==> config.mk <==
export PLATFORM = sky130hd
export DESIGN_NAME = game_sequencer
export DESIGN_NICKNAME = d
export VERILOG_FILES = /design/src/rtl/game_sequencer.sv
export SDC_FILE = /design/constraint.sdc
export NUM_CORES = 1
export LEC_CHECK = 0
export CORE_UTILIZATION = 55
export CTS_CLUSTER_DIAMETER = 50
export DETAILED_ROUTE_END_ITERATION = 8
export PLACE_DENSITY_LB_ADDON = 0.25
export REMOVE_ABC_BUFFERS = 1
export SYNTH_ARGS = -nofsm -noshare
export SYNTH_HDL_FRONTEND = slang
export SYNTH_SLANG_ARGS = --single-unit
export TNS_END_PERCENT = 5
==> constraint.sdc <==
create_clock -name clk -period 3.7 [get_ports clk]
set_input_delay 0.555 -clock clk [delete_from_list [all_inputs] [get_ports clk]]
set_output_delay 0.555 -clock clk [all_outputs]
set_load 0.03 [all_outputs]
==> src/rtl/game_sequencer.sv <==
// game_sequencer
// -----------------------------------------------------------------------------
// Purpose: top-level sequencer for the cliff game. It owns the IDLE/RUN/LOSE
// state machine, the speed level, the game-step tick divider and the score.
//
// Ports:
//   clk           system clock (single clock domain)
//   reset         synchronous, active-high reset
//   start_p       one-cycle start pulse (IDLE->RUN, LOSE->IDLE)
//   speed_up_p    one-cycle speed increase pulse (saturates at 2)
//   speed_down_p  one-cycle speed decrease pulse (saturates at 0)
//   lose_in       level from the datapath: player has left the cliff
//   state         00 IDLE, 01 RUN, 10 LOSE
//   speed         current speed level 0..2
//   tick          one-cycle game-step enable
//   clear_field   one-cycle pulse telling the datapath to reload its start
//   score         survived RUN ticks, binary 0..9999
//
// Configuration macro: AUTO_SPEEDUP_EN
//   When defined, every 16th RUN tick raises the speed by one level
//   (saturating at 2); a manual speed pulse in the same cycle takes priority.
//
// All divisors must be at least 2 so the divider can never fire on two
// consecutive cycles.
// -----------------------------------------------------------------------------
module game_sequencer #(
  parameter int DIV_S0   = 50000000,
  parameter int DIV_S1   = 12500000,
  parameter int DIV_S2   = 5000000,
  parameter int DIV_IDLE = 5000000
) (
  input  logic        clk,
  input  logic        reset,
  input  logic        start_p,
  input  logic        speed_up_p,
  input  logic        speed_down_p,
  input  logic        lose_in,
  output logic [1:0]  state,
  output logic [1:0]  speed,
  output logic        tick,
  output logic        clear_field,
  output logic [13:0] score
);

  typedef enum logic [1:0] {
    ST_IDLE = 2'b00,
    ST_RUN  = 2'b01,
    ST_LOSE = 2'b10
  } state_t;

  localparam logic [25:0] LIM_S0   = 26'(DIV_S0 - 1);
  localparam logic [25:0] LIM_S1   = 26'(DIV_S1 - 1);
  localparam logic [25:0] LIM_S2   = 26'(DIV_S2 - 1);
  localparam logic [25:0] LIM_IDLE = 26'(DIV_IDLE - 1);
  localparam logic [13:0] SCORE_MAX = 14'd9999;

  state_t      cur_state;
  logic [25:0] counter;
  logic [25:0] active_limit;
  logic        div_hit;
  logic [13:0] score_inc;
  logic [1:0]  speed_manual;
  logic [1:0]  speed_next;

  assign state = cur_state;

  // Select the terminal count for the current mode. LOSE never uses the
  // divider, so its value here is irrelevant.
  always_comb begin
    active_limit = LIM_IDLE;
    if (cur_state == ST_RUN) begin
      case (speed)
        2'd0:    active_limit = LIM_S0;
        2'd1:    active_limit = LIM_S1;
        default: active_limit = LIM_S2;
      endcase
    end
  end

  // The >= compare means a divisor lowered mid-count fires on the next cycle
  // instead of wrapping through 2^26. The !tick term keeps ticks apart even if
  // a divisor of 1 were ever configured.
  assign div_hit   = (counter >= active_limit) && !tick;
  assign score_inc = (score == SCORE_MAX) ? score : score + 14'd1;

  // Manual speed request; both pulses together cancel out.
  always_comb begin
    speed_manual = speed;
    if (speed_up_p && !speed_down_p && speed != 2'd2)
      speed_manual = speed + 2'd1;
    else if (speed_down_p && !speed_up_p && speed != 2'd0)
      speed_manual = speed - 2'd1;
  end

`ifdef AUTO_SPEEDUP_EN
  logic auto_bump;

  // A RUN tick whose increment wraps the low score nibble to 0 bumps the speed,
  // unless a manual pulse is present this cycle.
  assign auto_bump = (cur_state == ST_RUN) && !lose_in && div_hit &&
                     (score != SCORE_MAX) && (score_inc[3:0] == 4'd0);

  always_comb begin
    speed_next = speed_manual;
    if (!speed_up_p && !speed_down_p && auto_bump && speed != 2'd2)
      speed_next = speed + 2'd1;
  end
`else
  assign speed_next = speed_manual;
`endif

  // Main sequencer: state, divider, speed, score and the one-cycle pulses are
  // all registered here so every output comes straight from a flop.
  always_ff @(posedge clk) begin
    if (reset) begin
      cur_state   <= ST_IDLE;
      speed       <= 2'd0;
      counter     <= 26'd0;
      score       <= 14'd0;
      tick        <= 1'b0;
      clear_field <= 1'b0;
    end else begin
      tick        <= 1'b0;
      clear_field <= 1'b0;

      if (cur_state != ST_LOSE)
        speed <= speed_next;

      case (cur_state)
        ST_IDLE: begin
          if (start_p) begin
            cur_state   <= ST_RUN;
            clear_field <= 1'b1;
            counter     <= 26'd0;
            score       <= 14'd0;
          end else if (div_hit) begin
            tick    <= 1'b1;
            counter <= 26'd0;
          end else begin
            counter <= counter + 26'd1;
          end
        end

        ST_RUN: begin
          // lose_in wins over both start_p and a pending tick.
          if (lose_in) begin
            cur_state <= ST_LOSE;
            counter   <= 26'd0;
          end else if (div_hit) begin
            tick    <= 1'b1;
            counter <= 26'd0;
            score   <= score_inc;
          end else begin
            counter <= counter + 26'd1;
          end
        end

        ST_LOSE: begin
          counter <= 26'd0;
          if (start_p)
            cur_state <= ST_IDLE;
        end

        default: begin
          cur_state <= ST_IDLE;
          counter   <= 26'd0;
        end
      endcase
    end
  end

endmodule
# Yosys cells after proc, flatten, opt, wreduce, memory -nomap -nowiden
# Cells that the tools add are included.
[word_totals] input_bits=6 reg_bits=46 word_cells=63
[classes] mux=22 add_sub_neg=4 n_reduce_logical=17 n_bitwise=1 n_lt_le_gt_ge=1 eq_ne=12
[op_table] op="$mux 26" n=4
[op_table] op="$pmux 26 s2" n=2
[op_table] op="$mux 14" n=4
[op_table] op="$pmux 14 s2" n=1
[op_table] op="$add 26x1->26 const B" n=1
[op_table] op="$ge 26x26->1" n=1
[op_table] op="$ne 2x2->1 const B" n=8
[op_table] op="$add 14x1->14 const B" n=1
[op_table] op="$eq 14x14->1 const B" n=1
[op_table] op="$mux 2" n=5
[op_table] op="$pmux 2 s3" n=1
[op_table] op="$reduce_bool 2->1" n=3
[op_table] op="$logic_and 1x1->1" n=5
[op_table] op="$reduce_and 5->1" n=1
[op_table] op="$eq 2x1->1 const B" n=2
[op_table] op="$logic_not 2->1" n=2
[op_table] op="$mux 1" n=4
[op_table] op="$logic_not 1->1" n=3
[op_table] op="$reduce_and 3->1" n=1
[op_table] op="$add 2x1->2 const B" n=1
[op_table] op="$eq 2x2->1 const B" n=1
[op_table] op="$pmux 1 s2" n=1
[op_table] op="$reduce_and 2->1" n=1
[op_table] op="$reduce_or 2->1" n=1
[op_table] op="2 further kinds" n=2

# Logic depth before layout (Yosys ltp)
[depth] depth_word=8 ltp_mapped=15

# Worst setup path before layout
# OpenSTA, ideal clock, no wires.
[synth_path] path_kind="reg2reg" startpoint="register speed[0]" endpoint="register score[11]" arrival_ns=3.015 path_stages_with_launch=15 synth_period_minus_slack_ns=3.158 setup_time_ns=0.144 setup_slack_ns=0.542 path_buffers=1 path_cell_list="dfxtp_1 -> inv_1 -> ha_1 -> nor2_1 -> nor2_1 -> inv_1 -> ha_1 -> a211oi_1 -> o22ai_1 -> o311ai_0 -> nand2_1 -> o211a_1 -> buf_2 -> a21oi_1 -> a31oi_1"
[synth_via] elab_chain_len=7
[synth_rtl] element="start, declared" line_no="39" source="output logic [1:0] speed,"
[synth_rtl] element="start signal, assigned" line_no="127" source="speed <= speed_next;"
[synth_rtl] element="$eq 2x1->1 or $logic_not 2->1 (tied branches)" line_no="72" source="case (speed)"
[synth_rtl] element="$pmux 26 s2 (*)" line_no="72"
[synth_rtl] element="$mux 26 (*)" line_no="71" source="if (cur_state == ST_RUN) begin"
[synth_rtl] element="$ge 26x26->1 (*)" line_no="83" source="assign div_hit = (counter >= active_limit) && !tick;"
[synth_rtl] element="$logic_and 1x1->1 (*)" line_no="83"
[synth_rtl] element="$ne 2x2->1 (no source line) (*)"
[synth_rtl] element="$reduce_and 5->1 (no source line) (*)"
[synth_rtl] element="end signal, assigned" line_no="152" source="score <= score_inc;"
[synth_rtl] element="end, declared" line_no="42" source="output logic [13:0] score"
# Every way passes the cells marked *; elsewhere a longest branch is shown, timed or not.
# A chain may end at the register's enable or synchronous reset.

# Final worst setup path
[layout_path] startpoint="register speed[0]" endpoint="register score[12]"
# Same word-level chain as after synthesis.

==> impl_metrics.env <==
export IMPL_first_iter_violations=115
export IMPL_synth_top_area_frac=0.342
export IMPL_peakVddDrop_mv=0.232
export IMPL_cts_path_max_buffers=2
export IMPL_route_met2_wl_um=2510
export IMPL_skew_ns=0.0107
export IMPL_power_density_nw_per_um2=332
export IMPL_p_leak_nw=1.13
export IMPL_switchingPower_mw=0.264
export IMPL_dpl_worst_slack_ns=0.234
export IMPL_netlist_instances=316
export IMPL_rsz0062_at_grt="false"
export IMPL_fmax_mhz=291
export IMPL_end_kind="flip-flop"
export IMPL_wl_met1_um=2580
export IMPL_ys_ff_latch=46
export IMPL_final_cell_count_no_fill=409
export IMPL_seq_power_share=0.499
export IMPL_synth_edf_count=0
export IMPL_nNetsFinal=366
export IMPL_synth_area_um2=2690
export IMPL_power_frac_comb=0.138
export IMPL_firstDrtPassIters=4
export IMPL_highest_layer="met4"
export IMPL_final_common_cell="dfxtp_1"
export IMPL_cp_max_fo=13
export IMPL_synthTopCellsByArea="dfxtp_1, ha_1, nor2_1"
export IMPL_worst_ep_arrival_time_ns=3.61
export IMPL_ant_nets=0
export IMPL_most_common_layout_cells="dfxtp_1, nor2_1, clkdlybuf4s50_1"
export IMPL_clock_sinks=46
export IMPL_gp_congestion=0.793
export IMPL_clk_pin_slew_ns=0.09
export IMPL_synthDistinctLibCells=56
export IMPL_cts_tree="yes"
export IMPL_setup_ws_ns=0.262
export IMPL_io_pins=26
export IMPL_insertion_delay_ns=0.30
export IMPL_grt_pass1_vias=2158
export IMPL_seq_area_frac_synth=0.342
export IMPL_io_buffers=25
export IMPL_syn_to_final_growth_pct=14.6
export IMPL_num_antenna_cells=0
export IMPL_regArea_um2=921
export IMPL_maxCapViolations=0
export IMPL_wl_um=5410
export IMPL_vias=2282
export IMPL_grt_pass1_wl_um=9550
export IMPL_finalHoldViolations=0
export IMPL_clkPwrFrac=0.362
export IMPL_status="complete, no violations"
export IMPL_overflow=0
export IMPL_whs_ns=0.472
export IMPL_start_kind="flip-flop"
export IMPL_cts_buffers=5
export IMPL_post_drt_wl_per_cell_um=13.2
export IMPL_hpwlAfterDp_um=3880
export IMPL_die_h_um=71.9
export IMPL_fin_crit_ns=3.44
export IMPL_multi_input_area_um2=1640
export IMPL_sw_frac_of_total=0.259
export IMPL_ys_flop_type="dfxtp_1"
export IMPL_track_usage=0.229
export IMPL_worstSetupPathType="flip-flop to flip-flop"
export IMPL_initial_utilization=0.569
export IMPL_dr_wl_met3_um=195
export IMPL_worst_slew_pin_slew_ns=0.555
export IMPL_die_x_um=71.9
export IMPL_htree_levels=2
export IMPL_core_area_um2=4720
export IMPL_finalSetupTns_ns=0
export IMPL_setup_viol=0
export IMPL_synthArstFlopShare=0
export IMPL_internal_power_mw=0.758
export IMPL_hold_class="flip-flop to flip-flop"
export IMPL_grt_max_degree=27
export IMPL_post_route_drc_count=0
export IMPL_vias_per_cell=5.58
export IMPL_fill_cells=390
export IMPL_clock_root_buffer="clkbuf_8"
export IMPL_die_area_um2=5170
export IMPL_maxSlewViolCount=0
export IMPL_synth_top_area_cell="dfxtp_1"
export IMPL_syn_avg_cell_area_um2=8.51
export IMPL_antenna_found_initial=0
export IMPL_period_share=0.929
export IMPL_slew_headroom=0.624
export IMPL_drive_gt1_frac=0.0673
export IMPL_worstPathRequired_ns=3.87
export IMPL_ys_warn_count=0
export IMPL_dp_cells=401
export IMPL_num_rows=25
[power by group through the flow]
stage | registers, mW | logic [mW] | clock network [mW]
floorplan | 0.535 | 0.0837 | 0
global placement | 0.521 | 0.139 | 0
detailed placement | 0.522 | 0.141 | 0
CTS | 0.511 | 0.142 | 0.383
global route | 0.512 | 0.159 | 0.402
finish | 0.511 | 0.141 | 0.371
[metal layers]
| layer | vias to the layer above | track usage |
|---|---|---|
| li1 | 1157 | - |
| met1 | 1064 | 0.294 |
| met2 | 46 | 0.386 |
| met3 | 15 | 0.0431 |
| met4 | 0 | 0.0828 |
| met5 | - | 0 |
[path summary, 6_finish.rpt]
kind | cells after the start | start | slack, ns | to
setup reg to reg | 13 | speed[0] | 0.26 | score[12]
setup / recovery | 13 | speed[0] | 0.26 | score[12]
hold / removal | 1 | counter[0] | 0.47 | counter[0]
hold reg to reg | 1 | counter[0] | 0.47 | counter[0]
[kinds of logic after synthesis]
group,Yosys count,share of synthesized area
fa+ha+maj,19,0.0884
buf+inv,26,0.0493
simple gates,146,0.289
compound gates,51,0.137
xor+xnor,28,0.0940
flops,46,0.342
[per-stage QoR]
stage               area (µm²)  power [mW]   util
finish                    3080        1.02  0.652
global route              3080        1.07  0.652
detailed placement        2970       0.663  0.629
CTS                       3080        1.04  0.652
global placement          2970       0.660  0.629
floorplan                 2620       0.619      -
[synth_stat cells, types with 5 or more instances]
cell and number:
xnor2_1 15, nand2_1 23, ha_1 19, nand3_1 15
nor2_1 45, xor2_1 12, a31oi_1 6, o21ai_1 5
inv_1 16, nor2b_1 5, nand4_1 5, dfxtp_1 46
nor3_1 9, a21oi_1 14, and3_1 6, o22ai_1 5
nand2b_1 12
[registers in the layout, indices dropped and copies added, names as in the netlist]
| signal | count |
|---|---|
| clear_field | 1 |
| score | 14 |
| tick | 1 |
| counter | 26 |
| speed | 2 |
| state | 2 |
[area by class of cell]
cell class / instances / area share
multi-input cells: 244 / 0.531
flip-flops and latches: 46 / 0.299
repair buffers: 28 / 0.0885
well taps: 67 / 0.0272
clock buffers: 5 / 0.0223
inverters: 16 / 0.0195
clock inverters: 3 / 0.0130
[critical path, stage by stage (launching register included)]
cell,delay [ns]
dfxtp_1,0.39
inv_1,0.11
ha_1,0.27
nor2_1,0.17
nor2_1,0.09
inv_1,0.19
ha_1,0.29
a211oi_1,0.25
o22ai_1,0.14
o311ai_1,0.53
nand2_1,0.15
o211a_1,0.41
a41oi_1,0.27
a31oi_1,0.06
[timing repair]
action / in CTS / in global routing
setup buffers: 0 / 0
hold buffers: 0 / 0
endpoints found under the hold margin: 0 / 0
setup endpoints to repair: 0 / 18
resized for setup: 0 / 1
No activity file was read; power rests on OpenSTA's default activity.
